**src/rtl/hcm_if.sv**
```systemverilog
// hcm_if: payload/sample bundle between the data source and hcm_transmitter.
// The master drives the parallel payload; the slave (transmitter) returns samples and ready.
interface hcm_if #(
    parameter int unsigned HADAMARD      = 16,
    parameter int unsigned PAM_LEVEL_LOG = 3,
    parameter int unsigned BIT_NUM       = 7
);
    localparam int unsigned N = (HADAMARD - 1) * PAM_LEVEL_LOG;
    localparam int unsigned M = BIT_NUM * HADAMARD;

    logic [N-1:0] input_data;
    logic [M-1:0] output_data;
    logic         ready;

    modport master (output input_data, input output_data, input ready);
    modport slave  (input input_data, output output_data, output ready);
endinterface

```
**src/rtl/hcm_transmitter.sv**
```systemverilog
// hcm_transmitter: bit-serial Hadamard-coded PAM transmitter.
// Splits the payload into HADAMARD-1 PAM symbols (d_0 = 0), multiplies by the
// unipolar Sylvester Hadamard matrix one input bit per clock, and presents
// HADAMARD intensity samples. Optional build macro HCM_OUTPUT_GATE_EN holds
// output_data at zero until the final samples are ready.
// The bus interface must be instantiated with the same parameters as this module.
module hcm_transmitter #(
    parameter int unsigned HADAMARD      = 16,
    parameter int unsigned PAM_LEVEL_LOG = 3,
    parameter int unsigned BIT_NUM       = 7,
    parameter int unsigned MIDLE_BITS    = 11
) (
    input  logic   clk,
    input  logic   resetn,   // active-high synchronous reset
    hcm_if.slave   bus
);
    localparam int unsigned N  = (HADAMARD - 1) * PAM_LEVEL_LOG;
    localparam int unsigned M  = BIT_NUM * HADAMARD;
    localparam int unsigned HW = (HADAMARD > 1) ? $clog2(HADAMARD) : 1;
    localparam int unsigned CW = $clog2(N + 1);
    localparam int unsigned PW = (PAM_LEVEL_LOG > 1) ? $clog2(PAM_LEVEL_LOG) : 1;

    localparam logic [0:0] ST_RUN  = 1'b0;
    localparam logic [0:0] ST_DONE = 1'b1;

    logic [0:0]            r_state, w_state_nxt;
    logic [CW-1:0]         r_cnt,   w_cnt_nxt;    // input bit index i
    logic [HW-1:0]         r_sym,   w_sym_nxt;    // symbol index k = i/L + 1
    logic [PW-1:0]         r_pos,   w_pos_nxt;    // bit weight b = i mod L
    logic [MIDLE_BITS-1:0] r_acc [HADAMARD];
    logic [MIDLE_BITS-1:0] w_acc_nxt [HADAMARD];
    logic [M-1:0]          r_out,   w_out_nxt;
    logic                  r_ready, w_ready_nxt;
    logic                  w_bit;
    logic [MIDLE_BITS-1:0] w_term;

    // Next-state, accumulation and output selection
    always_comb begin
        w_state_nxt = r_state;
        w_cnt_nxt   = r_cnt;
        w_sym_nxt   = r_sym;
        w_pos_nxt   = r_pos;
        w_ready_nxt = r_ready;
        w_bit       = 1'b0;
        w_term      = '0;
        w_out_nxt   = '0;
        for (int n = 0; n < HADAMARD; n++) begin
            w_acc_nxt[n] = r_acc[n];
        end

        if (r_state == ST_RUN) begin
            w_bit  = bus.input_data[r_cnt];
            w_term = MIDLE_BITS'(w_bit) << r_pos;
            // Hb[n][k] = 1 when n & k has even parity
            for (int n = 0; n < HADAMARD; n++) begin
                if (~^(HW'(n) & r_sym)) begin
                    w_acc_nxt[n] = r_acc[n] + w_term;
                end
            end
            w_cnt_nxt = r_cnt + CW'(1);
            if (r_pos == PW'(PAM_LEVEL_LOG - 1)) begin
                w_pos_nxt = '0;
                w_sym_nxt = r_sym + HW'(1);
            end else begin
                w_pos_nxt = r_pos + PW'(1);
            end
            if (r_cnt == CW'(N - 1)) begin
                w_state_nxt = ST_DONE;
                w_ready_nxt = 1'b1;
            end
        end

        for (int n = 0; n < HADAMARD; n++) begin
            w_out_nxt[n*BIT_NUM +: BIT_NUM] = BIT_NUM'(w_acc_nxt[n]);
        end
`ifdef HCM_OUTPUT_GATE_EN
        if (!w_ready_nxt) begin
            w_out_nxt = '0;
        end
`endif
    end

    // State and datapath registers with synchronous reset
    always_ff @(posedge clk) begin
        if (resetn) begin
            r_state <= ST_RUN;
            r_cnt   <= '0;
            r_sym   <= HW'(1);
            r_pos   <= '0;
            r_ready <= 1'b0;
            r_out   <= '0;
            for (int n = 0; n < HADAMARD; n++) begin
                r_acc[n] <= '0;
            end
        end else begin
            r_state <= w_state_nxt;
            r_cnt   <= w_cnt_nxt;
            r_sym   <= w_sym_nxt;
            r_pos   <= w_pos_nxt;
            r_ready <= w_ready_nxt;
            r_out   <= w_out_nxt;
            for (int n = 0; n < HADAMARD; n++) begin
                r_acc[n] <= w_acc_nxt[n];
            end
        end
    end

    assign bus.output_data = r_out;
    assign bus.ready       = r_ready;
endmodule

```
**src/flat_wrapper.sv**
```systemverilog
// flat-port wrapper written by rule: the top's interface ports become plain ports
module hcm_transmitter_flat 
#(
    parameter int unsigned HADAMARD      = 16,
    parameter int unsigned PAM_LEVEL_LOG = 3,
    parameter int unsigned BIT_NUM       = 7,
    parameter int unsigned MIDLE_BITS    = 11
)
  (clk, resetn, bus_input_data, bus_output_data, bus_ready);
  hcm_if #(.HADAMARD(HADAMARD), .PAM_LEVEL_LOG(PAM_LEVEL_LOG), .BIT_NUM(BIT_NUM)) bus_i ();
  input  logic clk;
  input  logic resetn;
  input wire logic [$bits(bus_i.input_data)-1:0] bus_input_data;
  output wire logic [$bits(bus_i.output_data)-1:0] bus_output_data;
  output wire logic [$bits(bus_i.ready)-1:0] bus_ready;
  assign bus_i.input_data = bus_input_data;
  assign bus_output_data = bus_i.output_data;
  assign bus_ready = bus_i.ready;
  hcm_transmitter #(.HADAMARD(HADAMARD), .PAM_LEVEL_LOG(PAM_LEVEL_LOG), .BIT_NUM(BIT_NUM), .MIDLE_BITS(MIDLE_BITS)) u_core (.clk(clk), .resetn(resetn), .bus(bus_i));
endmodule
```
**config.mk**
```make
export PLATFORM = sky130hd
export DESIGN_NAME = hcm_transmitter_flat
export DESIGN_NICKNAME = d
export VERILOG_FILES = /design/src/rtl/hcm_if.sv /design/src/rtl/hcm_transmitter.sv /design/src/flat_wrapper.sv
export SDC_FILE = /design/constraint.sdc
export NUM_CORES = 1
export LEC_CHECK = 0
export ABC_AREA = 1
export BUFFER_PORTS_ARGS = -buffer_cell sky130_fd_sc_hd__buf_2
export CAP_MARGIN = 20
export CORE_MARGIN = 3
export CORE_UTILIZATION = 40
export DETAILED_ROUTE_END_ITERATION = 8
export GPL_TIMING_DRIVEN = 1
export PLACE_DENSITY = 0.67
export SETUP_SLACK_MARGIN = 0.1
export SLEW_MARGIN = 20
export SYNTH_ARGS = -nofsm -noshare
export SYNTH_HDL_FRONTEND = slang
export SYNTH_SLANG_ARGS = --single-unit
```
**constraint.sdc**
```tcl
create_clock -name clk -period 4.4 [get_ports clk]
set_input_delay 0.44 -clock clk [delete_from_list [all_inputs] [get_ports clk]]
set_output_delay 0.44 -clock clk [all_outputs]
set_load 0.02 [all_outputs]
```
==> impl_results.md <==
* Outcome: complete, no violations
* TritonCTS clock tree: built
* # Post-CTS Setup Buffers at 0
* Setup crit end kind: register
* CP Class: register to register
* Total Routing Usage GR at around a fifth
* Min Tclk post-route at ~3.5 ns
* Final #Nets at around 1300
* Switch share at 32.1%
* GR Overflow Total at 0
* Via count at 6875
* Vias/cell at 4.97
* Total design power at 3.89 mW
* Clock Power Share at between 30 and 40%
* Top cell type's share of synthesized area at 33.9%
* Fin crit share at between 80% and 90%
* Number of synthesized flops with an enable pin at 0
* Hold Crit Depth at 1
* Req. time, crit path at 4.70 ns
* Netlist Area Pre-Place at roughly 0.0074 mm^2
* Fillers at 1822
* Seq. cell area at 0.00252 mm^2
* Ys async rst share at 0%
* Critical Path AT at 3.84 ns
* Internal power at 2.64 mW
* Rows at slightly below 50
* Hold Vio Cnt, Final at 0
* DRC at 0
* Port bufs at 159
* Most frequent cells in the layout: 159 x buf_2, 149 x nand2_1, 127 x nor2_1
* Max-cap violations at 0
* HPWL after DPL at 13.9 mm
* Peak VDD IR at about 0.26 mV
* Sw Pwr at roughly 1.2 mW
* Largest net degree at the start of global routing at 68
* Iteration-0 DRC Markers at between 200 and 300
* Distinct cells, synth at 38
* CTS buffer count at 17
* Min-Delay Path Class: register to register
* Die Footprint at 0.0203 mm^2
* Pwr dens at 427 mW/mm^2
* Global-route wire length before repair at 31.4 mm
* Pre-Repair DR Iteration Count at 4
* Combinational Power Share at about 25%
* IO Count at between 150 and 200
* Leakage power at 4.54 nW
* Dpl cells at 1351
* RSZ-0062 raised after global routing: no
* DRT antenna net count at 0
* Deepest clock path buffer count at 2
* Sequential share of the synthesized area at 33.9%
* Core area at 0.0181 mm^2
* Gp weighted congestion at 0.890
* Headroom to the max-slew limit at 37.4%
* Syn Area/Cell at 7.55 um^2
* Cells on worst reg2reg path at 22
* H-tree depth at 4
* Quantity of hold-fixing buffers added after cts at 0
* Post-CTS Resized at 0
* Final Max Slew Viols at 0
* Starting density of the core at 41.0%
* Final wirelength at 19.2 mm
* Vias in the first global route at 6340
* Initial antenna violation count at 0
* Clk sinks at 126
* Largest cells by area after synthesis: dfxtp_1 34%, ha_1 11%, a21oi_1 7.7%
* Post-Synthesis Cells at 985
* Syn_nets at 1116
* ANT cells at 0
* Finished Layout Cells at 1383
* Layout area overhead at 22.4%
* Crit path max fanout at 15
* Die W at between 100 and 150 um
* Fmax at 282 MHz
* Leading area contributor after synthesis: dfxtp_1
* Share of post-route cells with drive strength above 1 at around 22%
* Clock transition at path regs at 0.06 ns
* Commonest non-fill, non-tap cell in the layout: buf_2
* Die Y at ~140 um
* Yosys warnings at 0
* Crit path launch type: register
* Area of the multi-input gates at 0.00445 mm^2
* Worst-skew pair later-pin latency at 0.42 ns
* Seq pwr share at 36.0%
* Setup TNS at 0 ns
* Routed wire length per instance at 13.9 um
* Root buffer cell: clkbuf_16
* Measured slew at the worst slew-check pin at 0.937 ns
* Final setup fails at 0
* Hold WS at roughly 0.45 ns
* #FFs+latches synth at 126
* Core Util, Final at 50.2%
* Skew final at a little under 0.009 ns
* Top FF cell, synth: dfxtp_1
layer usage:
metal,up-vias,wire length [um],global-route usage (%)
li1,3604,-,-
met1,3074,9150,25.3
met2,168,8530,30.6
met3,29,1120,4.37
met4,0,386,6.50
met5,-,0,0
per-stage QoR:
step	setup WS, ns	cell area [um^2]
4_1_cts	0.852	9100
2_1_floorplan	0.363	7440
5_1_grt	0.381	9100
3_5_place_dp	0.854	8460
6_report	0.859	9100
3_3_place_gp	0.985	8460
cell usage after synthesis, types with 3 or more instances:
library cell	count
nand2_1	149
nor2_1	131
dfxtp_1	126
a21oi_1	114
o21ai_0	92
ha_1	68
inv_1	65
nand3_1	57
xnor2_1	29
nor3_1	22
clkbuf_1	17
fa_1	16
inv_2	13
xor2_1	11
o21ai_1	9
buf_2	8
and3_1	7
nand2_2	7
buf_4	6
nand3_2	4
nor2_2	4
a31oi_1	3
clkinv_1	3
nor3_2	3
power by group through the flow:
stage	Combinational [mW]	Clock, mW	Sequential, mW
6_report	0.959	1.53	1.40
5_1_grt	1.09	1.62	1.42
4_1_cts	0.971	1.56	1.40
3_5_place_dp	0.963	0	1.42
3_3_place_gp	0.947	0	1.42
2_1_floorplan	0.551	0	1.52
logic make-up after synthesis:
| kind of cell | Yosys count | share of synthesized area (%) |
|---|---|---|
| xor gates and xnor gates | 40 | 4.71 |
| and+or+nand+nor | 394 | 23.6 |
| adders and majority gates | 84 | 15.7 |
| DFF | 126 | 33.9 |
| buffers and inverters | 116 | 6.47 |
| AOI/OAI and AO/OA | 225 | 15.6 |
registers in the layout, summed over array words and instances (netlist names):
register	flops
u_core.bus.output_data	112
u_core.r_cnt	6
u_core.r_sym	4
u_core.r_pos	2
u_core.bus.ready	1
u_core.r_state	1
layout make-up:
cell class / count / share of cell area (%)
multi-input combinational: 743 / 48.9
tap: 229 / 3.15
timing repair buffer: 169 / 9.70
sequential: 126 / 27.7
inverter: 84 / 3.55
clock inverter: 11 / 2.08
clock buffer: 21 / 4.95
critical path: stages (launching register included):
cell and delay (ns):
dfxtp_1 0.58, inv_2 0.23, nand3_1 0.13, nand3_1 0.07
nand2_1 0.06, nand2_1 0.05, nand3_1 0.08, nand2_1 0.05
nand2_1 0.10, nand2_1 0.10, nor2_2 0.58, buf_4 0.27
ha_1 0.19, fa_1 0.22, nand2_1 0.06, inv_1 0.05
o21ai_0 0.06, a21oi_1 0.17, nand2_1 0.07, clkinv_1 0.06
nand2_1 0.06, o21ai_1 0.13, a21oi_1 0.06
path summary, 6_finish.rpt:
path	from	to	slack, ns
hold / removal	u_core.bus.output_data[97]$_SDFFE_PP0P_	u_core.bus.output_data[97]$_SDFFE_PP0P_	0.45
setup / recovery	u_core.r_cnt[1]$_SDFFE_PP0N_	u_core.bus.output_data[55]$_SDFFE_PP0P_	0.86
setup reg to reg	u_core.r_cnt[1]$_SDFFE_PP0N_	u_core.bus.output_data[55]$_SDFFE_PP0P_	0.86
hold reg to reg	u_core.bus.output_data[97]$_SDFFE_PP0P_	u_core.bus.output_data[97]$_SDFFE_PP0P_	0.45
Power figures use the tool's default switching activity.
